`src/rtl/lc3b_types.sv`:
```
// Shared types and defaults for the LC-3b memory hierarchy (victim cache slice).
package lc3b_types;

    localparam int unsigned VIC_ENTRIES = 4;
    localparam int unsigned VIC_LINE_W  = 128;

    typedef enum logic [2:0] {
        VIC_IDLE,
        VIC_LOOKUP,
        VIC_FETCH,
        VIC_RESP,
        VIC_WB,
        VIC_INSERT
    } lc3b_vic_state;

endpackage

```
`src/rtl/victim_cache_nway_lru.sv`:
```
// True-LRU age tracker: MRU has age 0, ages always form a permutation of 0..ENTRIES-1.
module victim_lru_age #(
    parameter int unsigned ENTRIES = 4,
    localparam int unsigned IDX_W  = $clog2(ENTRIES)
) (
    input  logic             clk,
    input  logic             reset_n,
    input  logic             touch,
    input  logic [IDX_W-1:0] touch_idx,
    output logic [IDX_W-1:0] lru_idx
);

    logic [IDX_W-1:0] age_q [ENTRIES];
    logic [IDX_W-1:0] age_d [ENTRIES];

    // Touched entry becomes MRU; entries younger than it age by one.
    always_comb begin
        age_d = age_q;
        if (touch) begin
            for (int i = 0; i < ENTRIES; i++) begin
                if (age_q[i] < age_q[touch_idx]) begin
                    age_d[i] = IDX_W'(age_q[i] + 1'b1);
                end
            end
            age_d[touch_idx] = '0;
        end
    end

    // The oldest entry is the replacement victim.
    always_comb begin
        lru_idx = '0;
        for (int i = 0; i < ENTRIES; i++) begin
            if (age_q[i] == IDX_W'(ENTRIES - 1)) begin
                lru_idx = IDX_W'(i);
            end
        end
    end

    // Age registers; reset ordering makes entry 0 MRU and the last entry LRU.
    always_ff @(posedge clk or negedge reset_n) begin
        if (!reset_n) begin
            for (int i = 0; i < ENTRIES; i++) begin
                age_q[i] <= IDX_W'(i);
            end
        end else begin
            age_q <= age_d;
        end
    end

endmodule

```
`src/rtl/victim_cache_nway.sv`:
```
// N-entry fully-associative victim cache with dirty write-back between L1 and memory.
module victim_cache_nway
    import lc3b_types::*;
#(
    parameter int unsigned ENTRIES = VIC_ENTRIES,
    parameter int unsigned LINE_W  = VIC_LINE_W,
    parameter int unsigned ADDR_W  = 16,
    parameter int unsigned OFF_W   = 4
) (
    input  logic              clk,
    input  logic              reset_n,
    input  logic              evict_valid,
    output logic              evict_ready,
    input  logic [ADDR_W-1:0] evict_addr,
    input  logic [LINE_W-1:0] evict_data,
    input  logic              evict_dirty,
    input  logic              req_valid,
    output logic              req_ready,
    input  logic [ADDR_W-1:0] req_addr,
    output logic              resp_valid,
    output logic [LINE_W-1:0] resp_data,
    output logic              resp_hit,
    output logic              resp_dirty,
    output logic              pmem_read,
    output logic              pmem_write,
    output logic [ADDR_W-1:0] pmem_address,
    output logic [LINE_W-1:0] pmem_wdata,
    input  logic [LINE_W-1:0] pmem_rdata,
    input  logic              pmem_resp
);

    localparam int unsigned IDX_W = $clog2(ENTRIES);
    localparam int unsigned TAG_W = ADDR_W - OFF_W;

    lc3b_vic_state state_q, state_d;

    logic [TAG_W-1:0]  tag_q  [ENTRIES];
    logic [TAG_W-1:0]  tag_d  [ENTRIES];
    logic [LINE_W-1:0] data_q [ENTRIES];
    logic [LINE_W-1:0] data_d [ENTRIES];
    logic [ENTRIES-1:0] valid_q, valid_d, dirty_q, dirty_d;

    logic [TAG_W-1:0]  ev_tag_q, ev_tag_d, req_tag_q, req_tag_d;
    logic [LINE_W-1:0] ev_data_q, ev_data_d;
    logic              ev_dirty_q, ev_dirty_d;
    logic [IDX_W-1:0]  slot_q, slot_d;

    logic              evict_ready_q, evict_ready_d, req_ready_q, req_ready_d;
    logic              resp_valid_q, resp_valid_d, resp_hit_q, resp_hit_d;
    logic              resp_dirty_q, resp_dirty_d;
    logic [LINE_W-1:0] resp_data_q, resp_data_d, pmem_wdata_q, pmem_wdata_d;
    logic              pmem_read_q, pmem_read_d, pmem_write_q, pmem_write_d;
    logic [ADDR_W-1:0] pmem_address_q, pmem_address_d;

    logic [TAG_W-1:0]  ev_tag_c;
    logic              ev_hit_c, free_c, lk_hit_c, touch_c;
    logic [IDX_W-1:0]  ev_idx_c, free_idx_c, lk_idx_c, lru_idx_c;
    logic              unused_addr_bits;

    assign ev_tag_c         = evict_addr[ADDR_W-1:OFF_W];
    assign unused_addr_bits = ^{evict_addr[OFF_W-1:0], req_addr[OFF_W-1:0]};

    victim_lru_age #(.ENTRIES(ENTRIES)) u_lru (
        .clk       (clk),
        .reset_n   (reset_n),
        .touch     (touch_c),
        .touch_idx (slot_q),
        .lru_idx   (lru_idx_c)
    );

    // Parallel CAM compares for the incoming victim and the registered lookup tag.
    always_comb begin
        ev_hit_c   = 1'b0;
        ev_idx_c   = '0;
        free_c     = 1'b0;
        free_idx_c = '0;
        lk_hit_c   = 1'b0;
        lk_idx_c   = '0;
        for (int i = 0; i < ENTRIES; i++) begin
            if (valid_q[i] && tag_q[i] == ev_tag_c) begin
                ev_hit_c = 1'b1;
                ev_idx_c = IDX_W'(i);
            end
            if (valid_q[i] && tag_q[i] == req_tag_q) begin
                lk_hit_c = 1'b1;
                lk_idx_c = IDX_W'(i);
            end
        end
        for (int i = int'(ENTRIES) - 1; i >= 0; i--) begin
            if (!valid_q[i]) begin
                free_c     = 1'b1;
                free_idx_c = IDX_W'(i);
            end
        end
    end

    // Next-state, storage update and registered-output decode.
    always_comb begin
        state_d        = state_q;
        tag_d          = tag_q;
        data_d         = data_q;
        valid_d        = valid_q;
        dirty_d        = dirty_q;
        ev_tag_d       = ev_tag_q;
        ev_data_d      = ev_data_q;
        ev_dirty_d     = ev_dirty_q;
        slot_d         = slot_q;
        req_tag_d      = req_tag_q;
        resp_data_d    = resp_data_q;
        resp_hit_d     = resp_hit_q;
        resp_dirty_d   = resp_dirty_q;
        pmem_address_d = pmem_address_q;
        pmem_wdata_d   = pmem_wdata_q;
        touch_c        = 1'b0;

        case (state_q)
            VIC_IDLE: begin
                if (evict_valid) begin
                    ev_tag_d   = ev_tag_c;
                    ev_data_d  = evict_data;
                    ev_dirty_d = evict_dirty | (ev_hit_c & dirty_q[ev_idx_c]);
                    state_d    = VIC_INSERT;
                    if (ev_hit_c) begin
                        slot_d = ev_idx_c;
                    end else if (free_c) begin
                        slot_d = free_idx_c;
                    end else begin
                        slot_d = lru_idx_c;
                        if (dirty_q[lru_idx_c]) begin
                            pmem_address_d = {tag_q[lru_idx_c], {OFF_W{1'b0}}};
                            pmem_wdata_d   = data_q[lru_idx_c];
                            state_d        = VIC_WB;
                        end
                    end
                end else if (req_valid) begin
                    req_tag_d = req_addr[ADDR_W-1:OFF_W];
                    state_d   = VIC_LOOKUP;
                end
            end
            VIC_LOOKUP: begin
                if (lk_hit_c) begin
                    resp_data_d       = data_q[lk_idx_c];
                    resp_hit_d        = 1'b1;
                    resp_dirty_d      = dirty_q[lk_idx_c];
                    valid_d[lk_idx_c] = 1'b0;
                    state_d           = VIC_RESP;
                end else begin
                    pmem_address_d = {req_tag_q, {OFF_W{1'b0}}};
                    state_d        = VIC_FETCH;
                end
            end
            VIC_FETCH: begin
                if (pmem_resp) begin
                    resp_data_d  = pmem_rdata;
                    resp_hit_d   = 1'b0;
                    resp_dirty_d = 1'b0;
                    state_d      = VIC_RESP;
                end
            end
            VIC_RESP: begin
                state_d = VIC_IDLE;
            end
            VIC_WB: begin
                if (pmem_resp) begin
                    state_d = VIC_INSERT;
                end
            end
            VIC_INSERT: begin
                tag_d[slot_q]   = ev_tag_q;
                data_d[slot_q]  = ev_data_q;
                valid_d[slot_q] = 1'b1;
                dirty_d[slot_q] = ev_dirty_q;
                touch_c         = 1'b1;
                state_d         = VIC_IDLE;
            end
            default: begin
                state_d = VIC_IDLE;
            end
        endcase

        evict_ready_d = (state_d == VIC_IDLE);
        req_ready_d   = (state_d == VIC_IDLE);
        resp_valid_d  = (state_d == VIC_RESP);
        pmem_read_d   = (state_d == VIC_FETCH);
        pmem_write_d  = (state_d == VIC_WB);
    end

    // State, storage and output registers.
    always_ff @(posedge clk or negedge reset_n) begin
        if (!reset_n) begin
            state_q        <= VIC_IDLE;
            tag_q          <= '{default: '0};
            data_q         <= '{default: '0};
            valid_q        <= '0;
            dirty_q        <= '0;
            ev_tag_q       <= '0;
            ev_data_q      <= '0;
            ev_dirty_q     <= 1'b0;
            slot_q         <= '0;
            req_tag_q      <= '0;
            evict_ready_q  <= 1'b0;
            req_ready_q    <= 1'b0;
            resp_valid_q   <= 1'b0;
            resp_data_q    <= '0;
            resp_hit_q     <= 1'b0;
            resp_dirty_q   <= 1'b0;
            pmem_read_q    <= 1'b0;
            pmem_write_q   <= 1'b0;
            pmem_address_q <= '0;
            pmem_wdata_q   <= '0;
        end else begin
            state_q        <= state_d;
            tag_q          <= tag_d;
            data_q         <= data_d;
            valid_q        <= valid_d;
            dirty_q        <= dirty_d;
            ev_tag_q       <= ev_tag_d;
            ev_data_q      <= ev_data_d;
            ev_dirty_q     <= ev_dirty_d;
            slot_q         <= slot_d;
            req_tag_q      <= req_tag_d;
            evict_ready_q  <= evict_ready_d;
            req_ready_q    <= req_ready_d;
            resp_valid_q   <= resp_valid_d;
            resp_data_q    <= resp_data_d;
            resp_hit_q     <= resp_hit_d;
            resp_dirty_q   <= resp_dirty_d;
            pmem_read_q    <= pmem_read_d;
            pmem_write_q   <= pmem_write_d;
            pmem_address_q <= pmem_address_d;
            pmem_wdata_q   <= pmem_wdata_d;
        end
    end

    assign evict_ready  = evict_ready_q;
    assign req_ready    = req_ready_q;
    assign resp_valid   = resp_valid_q;
    assign resp_data    = resp_data_q;
    assign resp_hit     = resp_hit_q;
    assign resp_dirty   = resp_dirty_q;
    assign pmem_read    = pmem_read_q;
    assign pmem_write   = pmem_write_q;
    assign pmem_address = pmem_address_q;
    assign pmem_wdata   = pmem_wdata_q;

endmodule

```
`config.mk`:
```
export PLATFORM = sky130hd
export DESIGN_NAME = victim_cache_nway
export DESIGN_NICKNAME = d
export VERILOG_FILES = /design/src/rtl/lc3b_types.sv /design/src/rtl/victim_cache_nway_lru.sv /design/src/rtl/victim_cache_nway.sv
export SDC_FILE = /design/constraint.sdc
export NUM_CORES = 2
export LEC_CHECK = 0
export ABC_AREA = 1
export CAP_MARGIN = 10
export CORE_ASPECT_RATIO = 1.1
export CORE_MARGIN = 4
export CORE_UTILIZATION = 50
export CTS_CLUSTER_DIAMETER = 80
export DETAILED_ROUTE_END_ITERATION = 7
export GPL_TIMING_DRIVEN = 1
export PLACE_DENSITY_LB_ADDON = 0.2
export SYNTH_ARGS = -nofsm -noshare
export SYNTH_HDL_FRONTEND = slang
export SYNTH_SLANG_ARGS = --single-unit
```
`constraint.sdc`:
```
create_clock -name clk -period 2.2 [get_ports clk]
set_clock_uncertainty 0.2 [all_clocks]
set_input_delay 0.55 -clock clk [delete_from_list [all_inputs] [get_ports clk]]
set_output_delay 0.55 -clock clk [all_outputs]
set_load 0.1 [all_outputs]
```
# [Word level (Yosys, flattened, before mapping)]
# Cells that the tools add are included.
[classes] n_addsub=4 order_cmp=14 bitwise_logic=13 muxes=92 reduce_logical=22 n_eq_ne=25
[op_table] cell="2-to-1 mux 128 bit" count=7
[op_table] cell="binary-select mux 128 bit (select 2 bit)" count=2
[op_table] cell="bitwise mux 512 bit" count=1
[op_table] cell="demux 128 bit (select 2 bit)" count=1
[op_table] cell="one-hot mux 128 bit (2 select lines)" count=1
[op_table] cell="== test 12 bit" count=8
[op_table] cell="2-to-1 mux 16 bit" count=5
[op_table] cell="bitwise mux 48 bit" count=1
[op_table] cell="2-to-1 mux 2 bit" count=23
[op_table] cell="2-to-1 mux 12 bit" count=3
[op_table] cell="one-hot mux 16 bit (2 select lines)" count=1
[op_table] cell="2-to-1 mux 1 bit" count=28
[op_table] cell="binary-select mux 12 bit (select 2 bit)" count=1
[op_table] cell="demux 12 bit (select 2 bit)" count=1
[op_table] cell="!= test 2 bit, second input constant" count=7
[op_table] cell="< comparator 2 x 3 -> 1 bit, second input constant" count=4
[op_table] cell="2-to-1 mux 3 bit" count=4
[op_table] cell="one-hot mux 3 bit (4 select lines)" count=1
[op_table] cell="logical AND 1 bit" count=11
[op_table] cell="== test 3 x 2 -> 1 bit, second input constant" count=3
[op_table] cell="== test 3 bit, second input constant" count=3
[op_table] cell=">= comparator 3 bit, second input constant" count=3
[op_table] cell="inverter 2 -> 3 bit" count=3
[op_table] cell="adder 2 x 1 -> 2 bit, second input constant" count=4
[op_table] cell="27 further kinds" count=44
[word_totals] regBits=1012 output_inout_bits=279

# [Logic depth before layout (Yosys ltp)]
[logic_depth] depth_word=13 depth_mapped=18

# [By module]
# A second synthesis with hierarchy kept.
[unflattened] hier_cells=7059 area_unflattened_um2=51272.9
[by_module_without_submodules] module="victim_cache_nway" cells_per_inst=6952 instances=1 seq_area_each_um2=25024.0 area_each_um2=50547.2
[by_module_without_submodules] module="victim_lru_age" cells_per_inst=107 instances=1 seq_area_each_um2=205.2 area_each_um2=725.7

# [Worst setup path before layout]
# No wires, ideal clock.
[synth_timing] path_type="register -> register" from="reg u_lru.age_q[3] in the netlist's numbering" to="reg pmem_wdata_q[100] (netlist: pmem_wdata[100])" arrival_time_ps=2033 setup_time_ps=122 period_less_slack_ps=2355 stages_incl_launch_ff=13 slack_ps=-155 path_cell_list="dfstp_2 > ha_1 > inv_1 > a21oi_1 > nand2_1 > o211ai_1 > nand2_1 > nor2_1 > nand3_1 > buf_2 > clkbuf_1 > nand2_1 > nand2_1"
[synth_between] elab_chain_len=7 elab_cells_between_ends=10 cone_classes="eq/ne: 1; mux: 7; bitwise: 1; reduce/logical: 1"
[synth_rtl] element="start: declaration" line="victim_cache_nway_lru.sv:13" source="logic [IDX_W-1:0] age_q [ENTRIES];"
[synth_rtl] element="start signal: indexed assignment" line="victim_cache_nway_lru.sv:43" source="age_q[i] <= IDX_W'(i);"
[synth_rtl] element="start signal: assignment" line="victim_cache_nway_lru.sv:46" source="age_q <= age_d;"
[synth_rtl] element="== test 2 bit *" line="victim_cache_nway_lru.sv:33" source="if (age_q[i] == IDX_W'(ENTRIES - 1)) begin"
[synth_rtl] element="2-to-1 mux 2 bit * (2 in a row)" line="victim_cache_nway_lru.sv:33"
[synth_rtl] element="inverter 2 -> 3 bit (implied by the code)" line="victim_cache_nway.sv:131" source="pmem_wdata_d = data_q[lru_idx_c];"
[synth_rtl] element="binary-select mux 128 bit (select 2 bit)" line="victim_cache_nway.sv:131"
[synth_rtl] element="2-to-1 mux 128 bit (implied by the code) (2 in a row)" line="victim_cache_nway.sv:131"
[synth_rtl] element="end signal: assignment" line="victim_cache_nway.sv:231" source="pmem_wdata_q <= pmem_wdata_d;"
[synth_rtl] element="end: declaration" line="victim_cache_nway.sv:51" source="logic [LINE_W-1:0] resp_data_q, resp_data_d, pmem_wdata_q, pmem_wdata_d;"
# Mark *: on every way between the ends. The rest lies on a longest branch, timed or not. The select of a mux whose other input is x is not followed.
# A chain may end at the register's enable or synchronous reset.

# [Worst setup path in the final report]
[layout_timing] from="reg tag_q[29] in the netlist's numbering" to="reg pmem_wdata_q[61] (netlist: pmem_wdata[61])"
[layout_between] elab_chain_len=7
[layout_rtl] element="start: declaration" line="victim_cache_nway.sv:37" source="logic [TAG_W-1:0] tag_q [ENTRIES];"
[layout_rtl] element="start signal: assignment" line="victim_cache_nway.sv:213" source="tag_q <= tag_d;"
[layout_rtl] element="== test 12 bit" line="victim_cache_nway.sv:80" source="if (valid_q[i] && tag_q[i] == ev_tag_c) begin"
[layout_rtl] element="logical AND 1 bit" line="victim_cache_nway.sv:80"
[layout_rtl] element="2-to-1 mux 1 bit (3 in a row)" line="victim_cache_nway.sv:80"
[layout_rtl] element="inverter 1 bit (no line)"
[layout_rtl] element="AND reduction 5 bit (no line)"
# Every way passes these cells.

==> impl_metrics.json <==
{
  "path_class": "reg -> reg",
  "fmax_mhz": 367.3,
  "synth_edf_count": 0,
  "antenna_found_initial": 6,
  "status": "finished, violations left",
  "finalWorstSetupSlack_ns": -0.5228,
  "rows": 122,
  "worst_pin_slew_ns": 0.7415,
  "dpl_cell_area_um2": 64960,
  "fin_area_um2": 72580,
  "violations": "setup timing",
  "syn-mean-instance-area_um2": 7.325,
  "drtAntennaViolNets": 0,
  "wl_per_cell_um": 22.47,
  "grt_pass1_vias": 51280,
  "overflow": 0,
  "yosysUniqueCellTypes": 35,
  "cpMaxStageDelayCell": "dfrtp_1",
  "swShare_pct": 43.88,
  "met3_wirelength_um": 20090,
  "yosysWarnings": 0,
  "dr.first_iter.drc_count": 5949,
  "root_buffer": "clkbuf_16",
  "drt-vias-per-instance": 5.774,
  "hold_violations": 0,
  "cp-end-kind": "register",
  "grt_use_total_pct": 36.85,
  "die_area_um2": 106300,
  "maxSlewHeadroom_pct": 50.57,
  "routed-wl-met2_um": 97940,
  "dr.max_layer_used": "met4",
  "grt_max_degree": 88,
  "yosysSeqAreaShare_pct": 49.90,
  "post-route-util_pct": 72.26,
  "finalWirelength_um": 206800,
  "cts_tree": "built",
  "synthCells": 6903,
  "async_flop_share_pct": 100.0,
  "start_kind": "register",
  "drt-pass1-iter-count": 8,
  "synth_ff_type": "dfrtp_1",
  "critical_path_buf_inv_count": 7,
  "drive_gt1_share_pct": 19.40,
  "ys_ff_latch": 1008,
  "wl_met1_um": 75340,
  "cts_buffer_depth": 3,
  "die_y_um": 341.5,
  "worstPathMaxFanout": 8,
  "initial_utilization_pct": 50.34,
  "gp_congestion": 0.9876,
  "rsz0062_at_grt": "true",
  "numClockSinks": 1008,
  "p_seq_share_pct": 31.7,
  "synth_area_um2": 50560,
  "p_leak_nw": 36.44,
  "clk_latency_ns": 0.70,
  "hp-class": "in -> async",
  "pwr-share-comb_pct": 47.9,
  "fin_crit_ns": 2.723,
  "powerDensity_nw_per_um2": 1379,
  "numCtsBuffers": 106,
  "cp_common_cell": "nand2_1",
  "route.detailed.drc": 0,
  "cp.arrival_ns": 3.10,
  "cp_top_family": "simple AND/OR/NAND/NOR gates",
  "internal-power_mw": 56.15,
  "port_buffers": 560,
  "min_period_over_period_pct": 123.8,
  "clock_power_share_pct": 20.3,
  "clkSlewWorstSetupHoldPaths_ns": 0.06,
  "nNetsFinal": 8114,
  "floorplan.io_pins": 573,
  "finalSetupViolations": 286,
  "layout-area-overhead-vs-synth_pct": 43.54,
  "core_area_um2": 100400,
  "hpwl_um": 131700,
  "h-tree-depth": 3,
  "vias": 53150,
  "max_stage_delay_ns": 0.43,
  "grt_pass1_wl_um": 305400,
  "cp.required_ns": 2.57,
  "die_w_um": 311.2,
  "fin_tns_setup_ns": -110.32,
  "pre_cts_ws_ns": -1.108,
  "cp_cell_sequence": "inv_2 > buf_4 > nand2_1 > nand2_1 > nor2_1 > nand3_1 > inv_1 > nand2_2 > nand2_4 > nor3b_4 > buf_12 > nand3_4 > buf_4 > buf_12 > buf_16 > nand2_1 > nand2_1",
  "final_max_slew_viol_count": 0,
  "irDropWorstVdd_uv": 1461,
  "max-cap-violations": 0,
  "p_sw_mw": 43.91
}
## path summary, 6_finish.rpt
path / from / to / slack (ns) / cells past startpoint
max: tag_q[29]$_DFFE_PN0P_ / pmem_wdata[61]$_DFFE_PN0P_ / -0.52 / 17
min: reset_n / resp_data[119]$_DFFE_PN0P_ / 0.16 / 2
max reg2reg: tag_q[29]$_DFFE_PN0P_ / pmem_wdata[61]$_DFFE_PN0P_ / -0.52 / 17
min reg2reg: ev_data_q[32]$_DFFE_PN0P_ / data_q[160]$_DFFE_PN0P_ / 0.28 / 2
max in group asynchronous: reset_n / data_q[222]$_DFFE_PN0P_ / 0.72 / 4
min in group clk: evict_data[25] / ev_data_q[25]$_DFFE_PN0P_ / 0.21 / 3
## area by class of cell
type | count | area [um^2]
diodes | 6 | 15.01
clock buffers | 138 | 3035
clock inverters | 54 | 914.6
fillers | 7531 | 27860
inverters | 650 | 2529
multi-input cells | 4761 | 21930
flip-flops and latches | 1008 | 25250
well taps | 1302 | 1629
repair buffers | 1285 | 17270
repair inverters | 1 | 8.758
## flip-flops by register name (all words and copies together) (netlist names), 4 cells and up
| signal | cells |
|---|---|
| data_q | 512 |
| dirty_q | 4 |
| ev_data_q | 128 |
| ev_tag_q | 12 |
| pmem_address | 12 |
| pmem_wdata | 128 |
| req_tag_q | 12 |
| resp_data | 128 |
| tag_q | 48 |
| u_lru.age_q | 8 |
| valid_q | 4 |
## power groups by stage
stage / Sequential, mW / Clock (mW) / Combinational, mW
global route: 32.5 / 21.2 / 51.2
CTS: 31.5 / 20.4 / 46.2
detailed placement: 31.6 / 0 / 44.4
finish: 31.8 / 20.3 / 47.9
global placement: 31.4 / 0 / 43.7
floorplan: 39.2 / 0 / 16.6
## per-layer routing
layer	GRT usage [%]	vias up
met5	0	-
met4	18.75	0
met3	6.571	745
met2	61.30	3116
met1	46.52	25350
li1	-	23940
## cells by family (layout without fill, tap and decap cells)
logic type / count (synthesis) / in the layout / share of synthesized area, %
compound gates: 1610 / 1610 / 16.01
xor+xnor: 12 / 12 / 0.2079
fa+ha+maj: 7 / 7 / 0.1732
buf+inv: 1137 / 2128 / 8.948
flops: 1008 / 1008 / 49.90
other cells: 1 / 10 / 0.007416
simple gates: 3128 / 3128 / 24.76
## stage by stage
stage | hold slack [ns] | instances | power [mW]
floorplan | 0.05441 | 6906 | 55.75
global placement | 0.2434 | 8857 | 75.06
detailed placement | 0.2443 | 8857 | 75.99
CTS | 0.1290 | 9142 | 98.15
global route | 0.1551 | 9205 | 105.0
finish | 0.1641 | 9205 | 100.1
## placed cells by master, fill, tap and decap left out, drive strengths merged, types with 14 or more instances in the layout
cell / synthesis / layout
nand2: 2174 / 2174
inv: 648 / 651
clkdlybuf4s50: 0 / 282
clkinv: 2 / 26
nor2: 638 / 638
a21oi: 314 / 314
nand4: 264 / 264
a31oi: 14 / 14
dfrtp: 1004 / 1004
buf: 191 / 973
clkbuf: 296 / 162
nand3: 42 / 42
o21ai: 1275 / 1275
bufinv: 0 / 24
## timing repair
item / in CTS / in global routing
hold buffers: 1 / 0
endpoints found under the hold margin: 356 / 0
endpoints found under the setup margin: 289 / 313
resized for setup: 254 / 262
buffers inserted: 67 / 38
gates cloned: 30 / 26
pin swaps: 110 / 133
## cells in the mapped netlist, types with 7 or more instances
master,instances,area share (%)
dfrtp_1,1004,50
buf_4,22,0.33
ha_1,7,0.17
nand3_1,40,0.40
nand2_1,2171,16
nor2_1,636,4.7
inv_2,14,0.10
buf_1,32,0.24
nand4_1,264,3.3
clkbuf_1,294,2.2
xnor2_1,12,0.21
o21ai_1,88,0.87
a21oi_1,314,3.1
buf_2,137,1.4
a31oi_1,14,0.17
o21ai_0,1186,12
inv_1,634,4.7
Power figures use the tool's default switching activity.
